==> src/rtl/i2c_pkg.sv <==
// Shared I2C target definitions: FSM state encoding, bus ACK levels and address helpers.
package i2c_pkg;

  localparam int I2C_ADDR_W = 7;

  localparam logic ACK  = 1'b0;
  localparam logic NACK = 1'b1;

  typedef enum logic [2:0] {
    IDLE,
    ADDR,
    ADDR_ACK,
    WR_BYTE,
    WR_ACK,
    RD_BYTE,
    RD_ACK,
    IGNORE
  } i2cState_t;

  function automatic logic addrMatch(input logic [7:0] addrByte,
                                     input logic [I2C_ADDR_W-1:0] devAddr);
    return addrByte[7:1] == devAddr;
  endfunction

endpackage

==> src/rtl/i2c_edge_sync.sv <==
// SCL/SDA synchroniser with edge detection and START/STOP recognition.
module i2c_edge_sync #(
  parameter int SYNC_STAGES = 2
) (
  input  logic clk,
  input  logic sclIn,
  input  logic sdaIn,
  output logic sdaSync,
  output logic sclRise,
  output logic sclFall,
  output logic startDet,
  output logic stopDet
);

  logic [SYNC_STAGES-1:0] sclPipe;
  logic [SYNC_STAGES-1:0] sdaPipe;
  logic                   sclPrev;
  logic                   sdaPrev;
  logic                   sclSync;
  logic                   sdaRise;
  logic                   sdaFall;

  // Left unreset so a mid-transfer reset cannot fabricate a bus edge.
  always_ff @(posedge clk) begin
    sclPipe <= {sclPipe[SYNC_STAGES-2:0], sclIn};
    sdaPipe <= {sdaPipe[SYNC_STAGES-2:0], sdaIn};
    sclPrev <= sclPipe[SYNC_STAGES-1];
    sdaPrev <= sdaPipe[SYNC_STAGES-1];
  end

  assign sclSync  = sclPipe[SYNC_STAGES-1];
  assign sdaSync  = sdaPipe[SYNC_STAGES-1];
  assign sclRise  = sclSync & ~sclPrev;
  assign sclFall  = ~sclSync & sclPrev;
  assign sdaRise  = sdaSync & ~sdaPrev;
  assign sdaFall  = ~sdaSync & sdaPrev;
  assign startDet = sdaFall & sclSync & sclPrev;
  assign stopDet  = sdaRise & sclSync & sclPrev;

endmodule

==> src/rtl/i2c_slave_frontend.sv <==
// I2C target byte engine: address match, host-byte deserialiser and read-byte serialiser.
module i2c_slave_frontend
  import i2c_pkg::*;
#(
  parameter logic [I2C_ADDR_W-1:0] DEV_ADDR    = 7'h50,
  parameter int                    SYNC_STAGES = 2
) (
  input  logic       clk,
  input  logic       resetN,
  input  logic       sclIn,
  input  logic       sdaIn,
  output logic       sdaOe,
  output logic [7:0] dataOut,
  input  logic [7:0] dataIn,
  output logic       writeEnable,
  output logic       readEnable,
  output logic       rdReq,
  output logic       busy,
  output i2cState_t  stateDbg
);

  logic       sdaSync;
  logic       sclRise;
  logic       sclFall;
  logic       startDet;
  logic       stopDet;
  i2cState_t  state;
  logic [2:0] bitCnt;
  logic [7:0] shiftReg;
  logic [7:0] rxByte;
  logic       wePending;

  i2c_edge_sync #(.SYNC_STAGES(SYNC_STAGES)) edgeSync (
    .clk      (clk),
    .sclIn    (sclIn),
    .sdaIn    (sdaIn),
    .sdaSync  (sdaSync),
    .sclRise  (sclRise),
    .sclFall  (sclFall),
    .startDet (startDet),
    .stopDet  (stopDet)
  );

  assign rxByte   = {shiftReg[6:0], sdaSync};
  assign stateDbg = state;

  // writeEnable and rdReq are single-cycle strobes with no back-pressure:
  // the buffer must accept dataOut / advance past dataIn in the strobe cycle.
  // In the ACK states sdaOe itself tells the first (drive) SCL fall from the second (release).
  always_ff @(posedge clk) begin
    if (!resetN) begin
      state       <= IDLE;
      sdaOe       <= 1'b0;
      dataOut     <= 8'h00;
      writeEnable <= 1'b0;
      readEnable  <= 1'b1;
      rdReq       <= 1'b0;
      busy        <= 1'b0;
      bitCnt      <= 3'd0;
      shiftReg    <= 8'h00;
      wePending   <= 1'b0;
    end else begin
      writeEnable <= wePending;
      wePending   <= 1'b0;
      rdReq       <= 1'b0;
      if (stopDet) begin
        state  <= IDLE;
        sdaOe  <= 1'b0;
        busy   <= 1'b0;
        bitCnt <= 3'd0;
      end else if (startDet) begin
        state  <= ADDR;
        sdaOe  <= 1'b0;
        bitCnt <= 3'd0;
      end else begin
        case (state)
          IDLE: ;
          ADDR: if (sclRise) begin
            shiftReg <= rxByte;
            bitCnt   <= bitCnt + 3'd1;
            if (bitCnt == 3'd7) begin
              if (addrMatch(rxByte, DEV_ADDR)) begin
                state      <= ADDR_ACK;
                busy       <= 1'b1;
                readEnable <= ~rxByte[0];
              end else begin
                state <= IGNORE;
                busy  <= 1'b0;
              end
            end
          end
          ADDR_ACK: if (sclFall) begin
            if (!sdaOe) begin
              sdaOe <= 1'b1;
            end else if (readEnable) begin
              sdaOe  <= 1'b0;
              bitCnt <= 3'd0;
              state  <= WR_BYTE;
            end else begin
              shiftReg <= {dataIn[6:0], 1'b0};
              sdaOe    <= ~dataIn[7];
              rdReq    <= 1'b1;
              bitCnt   <= 3'd0;
              state    <= RD_BYTE;
            end
          end
          WR_BYTE: if (sclRise) begin
            shiftReg <= rxByte;
            bitCnt   <= bitCnt + 3'd1;
            if (bitCnt == 3'd7) begin
              dataOut   <= rxByte;
              wePending <= 1'b1;
              state     <= WR_ACK;
            end
          end
          WR_ACK: if (sclFall) begin
            if (!sdaOe) begin
              sdaOe <= 1'b1;
            end else begin
              sdaOe  <= 1'b0;
              bitCnt <= 3'd0;
              state  <= WR_BYTE;
            end
          end
          RD_BYTE: begin
            if (sclRise) begin
              bitCnt <= bitCnt + 3'd1;
            end else if (sclFall) begin
              if (bitCnt == 3'd0) begin
                sdaOe <= 1'b0;
                state <= RD_ACK;
              end else begin
                sdaOe    <= ~shiftReg[7];
                shiftReg <= {shiftReg[6:0], 1'b0};
              end
            end
          end
          RD_ACK: begin
            if (sclRise && sdaSync == NACK) begin
              state <= IGNORE;
              sdaOe <= 1'b0;
              busy  <= 1'b0;
            end else if (sclFall) begin
              shiftReg <= {dataIn[6:0], 1'b0};
              sdaOe    <= ~dataIn[7];
              rdReq    <= 1'b1;
              bitCnt   <= 3'd0;
              state    <= RD_BYTE;
            end
          end
          IGNORE: sdaOe <= 1'b0;
          default: state <= IDLE;
        endcase
      end
    end
  end

endmodule

==> config.mk <==
export PLATFORM = sky130hd
export DESIGN_NAME = i2c_slave_frontend
export DESIGN_NICKNAME = d
export VERILOG_FILES = /design/src/rtl/i2c_pkg.sv /design/src/rtl/i2c_edge_sync.sv /design/src/rtl/i2c_slave_frontend.sv
export SDC_FILE = /design/constraint.sdc
export NUM_CORES = 1
export LEC_CHECK = 0
export CORE_MARGIN = 4
export CORE_UTILIZATION = 25
export DETAILED_ROUTE_END_ITERATION = 8
export GPL_ROUTABILITY_DRIVEN = 0
export RECOVER_POWER = 25
export SLEW_MARGIN = 20
export SYNTH_ARGS = -nofsm -noshare
export SYNTH_HDL_FRONTEND = slang
export SYNTH_SLANG_ARGS = --single-unit
==> constraint.sdc <==
create_clock -name clk -period 1.57 [get_ports clk]
set_input_delay 0.314 -clock clk [delete_from_list [all_inputs] [get_ports clk]]
set_output_delay 0.314 -clock clk [all_outputs]
set_load 0.005 [all_outputs]
**After elaboration in Yosys (flattened, before gate mapping)**

Cells that the tools add are included.

- Flip-flop bits (word level): 34
- Bits in latches: 0
- Memory bits (writable): 0
- ROM bits: 0
- Input port bits: 12
- Output and inout port bits: 16
- Logic and storage cells: 155
- Memories: 0

- $add $sub $neg: 1
- Multipliers: 0
- Divide/modulo/power cells: 0
- Order comparisons: 0
- Eq/ne operators: 42
- Shifts and indexed selects: 0
- Multiplexer cells: 56
- Bitwise operators: 19
- Reduce and logical (&&, ||, !) cells: 22

Operators by type and width:

| kind | count |
|---|---|
| $mux W8 | 9 |
| $mux W3 | 20 |
| $pmux W8 S4 | 1 |
| $ne A3 B2 Y1 const B | 9 |
| $reduce_and A13 Y1 | 2 |
| $ne A2 B2 Y1 const B | 12 |
| $mux W1 | 21 |
| $pmux W3 S6 | 1 |
| $reduce_and A6 Y1 | 3 |
| $ne A2 B1 Y1 const B | 8 |
| $eq A3 B3 Y1 const B | 5 |
| $reduce_and A12 Y1 | 1 |
| $not A1 Y1 | 11 |
| $reduce_and A5 Y1 | 2 |
| $ne A3 B1 Y1 const B | 3 |
| $pmux W3 S3 | 1 |
| $and A1 B1 Y1 | 8 |
| $eq A7 B7 Y1 const B | 1 |
| $reduce_bool A7 Y1 | 1 |
| $eq A3 B2 Y1 const B | 2 |
| $reduce_bool A6 Y1 | 1 |
| $reduce_or A2 Y1 | 3 |
| $reduce_or A3 Y1 | 2 |
| $pmux W1 S5 | 1 |
| other kinds (11) | 12 |

**Logic depth before layout (Yosys ltp)**

- Depth in word-level cells: 6
- Mapped depth: 8
- Mapped depth without buffers: 7

**Modules after synthesis**

Synthesis repeated with hierarchy kept, for this count alone.

- Cells, all modules: 197
- Area, all modules: 1746.7 um^2

By module, submodules not included:

| module | instances | cells an instance | area an instance (um^2) | seq. area each (um^2) |
|---|---|---|---|---|
| i2c_slave_frontend | 1 | 187 | 1594.0 | 560.5 |
| i2c_edge_sync | 1 | 10 | 152.6 | 120.1 |

**Worst setup path before layout**

OpenSTA, ideal clock, no wires.

- Path kind: flip-flop to flip-flop
- Start point: register bitCnt[0]
- End point: register state[0], in the netlist stateDbg[0]
- Library setup time: 0.088 ns
- Arrival time: 1.514 ns
- Slack: -0.033 ns
- Cell stages (with the launch flop): 8
- Period minus slack after synthesis: 1.603 ns
- Cell sequence: dfxtp_1 > ha_1 > ha_1 > or3_1 > o221ai_1 > o21bai_1 > nor3_1 > a311oi_2

- Word-level cells in the longest chain between the ends: 3
- Elaborated cells on any way between the ends: 6

RTL lines:

| item | line | RTL |
|---|---|---|
| start, declared | i2c_slave_frontend.sv:28 | `logic [2:0] bitCnt;` |
| start signal, assigned | i2c_slave_frontend.sv:80 | `bitCnt <= bitCnt + 3'd1;` |
| start signal, assigned | i2c_slave_frontend.sv:109 | `bitCnt <= bitCnt + 3'd1;` |
| start signal, assigned | i2c_slave_frontend.sv:127 | `bitCnt <= bitCnt + 3'd1;` |
| $eq A3 B3 Y1 / $logic_not A3 Y1 (equally long branches) | i2c_slave_frontend.sv:81, i2c_slave_frontend.sv:110, i2c_slave_frontend.sv:129 |  |
| $ne A3 B2 Y1 (no line) | n/a |  |
| $reduce_and A13 Y1 (no line) * | n/a |  |
| end signal, assigned | i2c_slave_frontend.sv:83 | `state <= ADDR_ACK;` |
| end signal, assigned | i2c_slave_frontend.sv:87 | `state <= IGNORE;` |
| end signal, assigned | i2c_slave_frontend.sv:113 | `state <= WR_ACK;` |
| end, declared | i2c_slave_frontend.sv:27 | `i2cState_t state;` |

Every way passes the cells marked *; elsewhere a longest branch is shown, timed or not.
A chain may end at the register's enable or synchronous reset.

**Worst setup path after layout**

Same ends and word-level chain as after synthesis.

==> impl_metrics.yaml <==
run_status:
  status: "complete, but fails checks"
  failed_checks: "negative setup slack"
global_route:
  grtUsageTotal: 0.106
  grt_max_degree: 19
  overflow: 0
  antenna_found_initial: 0
  grt_pass1_wl_mm: 7.10
  grt_pass1_vias: 1459
flow_run:
  maxCapViolations: 0
setup_path:
  critPathRequiredTime_ns: 1.78
  crit_arrival_ns: 1.85
  start_kind: "flop"
  r2r-end: "stateDbg[0]$_SDFFE_PP0P_"
  crit_top_cell: "ha_4"
  cpLargestDelayFamily: "compound AO/OA/AOI/OAI gates"
  endpoint: "stateDbg[0]$_SDFFE_PP0P_"
  critPathKind: "reg -> reg"
  timing.rr.start: "bitCnt[0]$_SDFFE_PP0P_"
  critPathBufInv: 0
  critPathCaptureType: "flop"
  regToRegSetupSlack_ns: -0.06
  r2r_cells: 7
  crit_path_start: "bitCnt[0]$_SDFFE_PP0P_"
  path_cells: "ha_4, ha_4, or3_4, o221ai_4, o21bai_4, nor3_2, a311oi_2"
  cp.depth: 7
  cpPeakStageDelay_ns: 0.36
  slowest_stage: "dfxtp_4"
  critPathMaxFanout: 3
hold_path:
  hold_class: "reg -> reg"
synthesis:
  yosys.cell_count.top_type: "dfxtp_1"
  yosysUniqueCellTypes: 55
  synthFlopType: "dfxtp_1"
  synth_top_cell_area_share: 0.397
  yosysTopAreaCell: "dfxtp_1"
  synthTopCellsByCount: "34 x dfxtp_1, 25 x nor2_1, 15 x mux2i_1"
  synth-async-reset-ratio: 0
  netlist_area_mm2: 0.00171
  synth_seq_area_share: 0.397
  synth_area_per_cell_um2: 9.41
  synth_edf_count: 0
  ys_ff_latch: 34
  syn_nets: 198
  synth_area_leaders: "dfxtp_1 40%, mux2i_1 8.8%, nor2_1 5.5%, a211oi_1 3.5%, ha_1 2.9%"
  yosys_warnings: 0
  syn_inst: 182
floorplan:
  core_mm2: 0.00649
  ios: 28
  die-width_um: 90.8
  die_area_mm2: 0.00824
  die_h_um: 90.8
  rows: 29
  start_util: 0.264
detailed_routing:
  drc: 0
  ant_nets: 0
  first_iter_violations: 103
  routed-via-count: 1513
  routedWlPerCell_um: 13.6
  via_per_inst: 4.82
  first_pass_iters: 4
  wirelength_mm: 4.26
sta:
  rsz0062_at_grt: "yes"
  maxSlewHeadroom: 0.746
  finalSetupViolCount: 3
  slew_viol_final: 0
  setup_ws_ns: -0.0641
  post-route-period-util: 1.04
  setup_tns_ns: -0.182
  finalClockSkew_ns: 0.0132
  clock.fmax_mhz: 612
  layout_min_cycle_time_ns: 1.63
  hold_violations: 0
  worst_pin_slew_ns: 0.378
pwr:
  p_seq_frac: 0.440
  p_per_area_mw_per_mm2: 767
  vdd_ir_drop_max_mv: 0.426
  leakage_nw: 0.907
  intPower_mw: 1.58
  swShare: 0.210
  pwr-share-comb: 0.069
  pwr-share-clk: 0.491
  p_sw_mw: 0.419
clock_tree:
  root_buffer: "clkbuf_8"
  cts.sinks: 34
  cts_buffers: 5
  htreeDepth: 2
  cts_hold_buffers: 0
  cts_tree: "yes"
  insertion_delay_ns: 0.29
  clockBufferDepth: 2
  cts.clk_slew.worst_paths_ns: 0.08
final_layout:
  nets: 252
  area_growth_pct: 52.2
  fill_cells: 637
  diodes: 0
  final_cell_area_mm2: 0.00261
  final_layout_size_suffix_gt1_frac: 0.316
place:
  dpl.hpwl_mm: 3.03
  place_area_mm2: 0.00228
  io_buffer_count: 27
## cell families after synthesis
family / synth area share
simple gates: 0.221
compound gates: 0.191
flops: 0.397
buf+inv: 0.0519
mux: 0.0877
fa+ha+maj: 0.0351
xor+xnor: 0.0153
## power groups by stage
stage | Sequential, mW | Clock, mW | Combinational [mW]
final | 0.879 | 0.982 | 0.138
after global routing | 0.881 | 1.04 | 0.149
after CTS | 0.879 | 1.01 | 0.135
after detailed placement | 0.904 | 0 | 0.129
after global placement | 0.904 | 0 | 0.128
after floorplan | 0.903 | 0 | 0.0567
## stage by stage
stage | instances | worst slack, ns | hold slack (ns) | utilization | power, mW
2_1_floorplan | 182 | 0.00226 | 0.310 | - | 0.960
3_3_place_gp | 304 | -0.0493 | 0.313 | 0.351 | 1.03
3_5_place_dp | 304 | -0.0762 | 0.316 | 0.351 | 1.03
4_1_cts | 314 | -0.0283 | 0.333 | 0.388 | 2.02
5_1_grt | 314 | -0.122 | 0.345 | 0.401 | 2.07
6_report | 314 | -0.0641 | 0.330 | 0.401 | 2.00
## cell type report
type	count	area (um2)	share of cell area
inverter	8	30.0	0.0115
multi-input combinational	132	1090	0.418
clock inverter	3	68.8	0.0264
clock buffer	5	68.8	0.0264
sequential	34	697	0.267
timing repair buffer	55	556	0.213
tap	77	96.3	0.0370
## how the worst min path moves through the flow
stage                                start  depth (start not counted)  slack [ns]                     endpoint
2_1_floorplan  edgeSync.sclPipe[0]$_DFF_P_                          0        0.31  edgeSync.sclPipe[1]$_DFF_P_
3_3_place_gp   edgeSync.sdaPipe[0]$_DFF_P_                          0        0.31  edgeSync.sdaPipe[1]$_DFF_P_
3_5_place_dp   edgeSync.sclPipe[0]$_DFF_P_                          0        0.32  edgeSync.sclPipe[1]$_DFF_P_
4_1_cts        edgeSync.sclPipe[0]$_DFF_P_                          0        0.33  edgeSync.sclPipe[1]$_DFF_P_
5_1_grt        edgeSync.sclPipe[0]$_DFF_P_                          0        0.35  edgeSync.sclPipe[1]$_DFF_P_
6_report       edgeSync.sclPipe[0]$_DFF_P_                          0        0.33  edgeSync.sclPipe[1]$_DFF_P_
## worst reg2reg max path: cells and delay by family, from the launching register on
| family | cells | cell delay [ns] |
|---|---|---|
| flip-flops | 1 | 0.36 |
| AO/OA/AOI/OAI | 3 | 0.47 |
| AND/OR/NAND/NOR | 2 | 0.41 |
| adder cells (fa/ha/maj) | 2 | 0.32 |
## cell usage in the layout, fill, tap and decap left out, types with 2 or more instances in the layout
master and n:
clkbuf_8 5, dfxtp_4 3, nand3_1 2, nand2_1 6
nor2_1 25, and3b_1 2, a21o_1 2, dfxtp_1 27
nand4_1 5, nand2b_1 3, xnor2_1 2, inv_1 6
nor2b_4 2, buf_4 16, and3_1 2, ha_4 3
buf_12 5, clkdlybuf4s50_1 22, a211oi_2 4, dlygate4sd3_1 3
mux2i_1 15, dlygate4sd2_1 2, bufinv_16 2, a211oi_1 4
o21ai_1 2, nand2b_4 2, dfxtp_2 4, o21ai_0 5
a21oi_1 8, a21oi_2 2, nor3_4 2, buf_6 5
## repair_timing
| item | in CTS | in global routing |
|---|---|---|
| setup buffers | 2 | 0 |
| endpoints found under the setup margin | 20 | 24 |
| resized for setup | 23 | 21 |
| pin swaps | 2 | 4 |
## state kept, by name, summed over array words and instances, names as in the netlist, 2 cells and up
name              count
edgeSync.sdaPipe      2
stateDbg              3
dataOut               8
shiftReg              8
edgeSync.sclPipe      2
bitCnt                3
## routing by layer
layer | up-vias | routed length [um] | global-route usage
met5 | - | 0 | 0
met4 | 0 | 70 | 0.0427
met3 | 8 | 223 | 0.0258
met2 | 33 | 1940 | 0.169
met1 | 701 | 2030 | 0.137
li1 | 771 | - | -
Power figures use the tool's default switching activity.
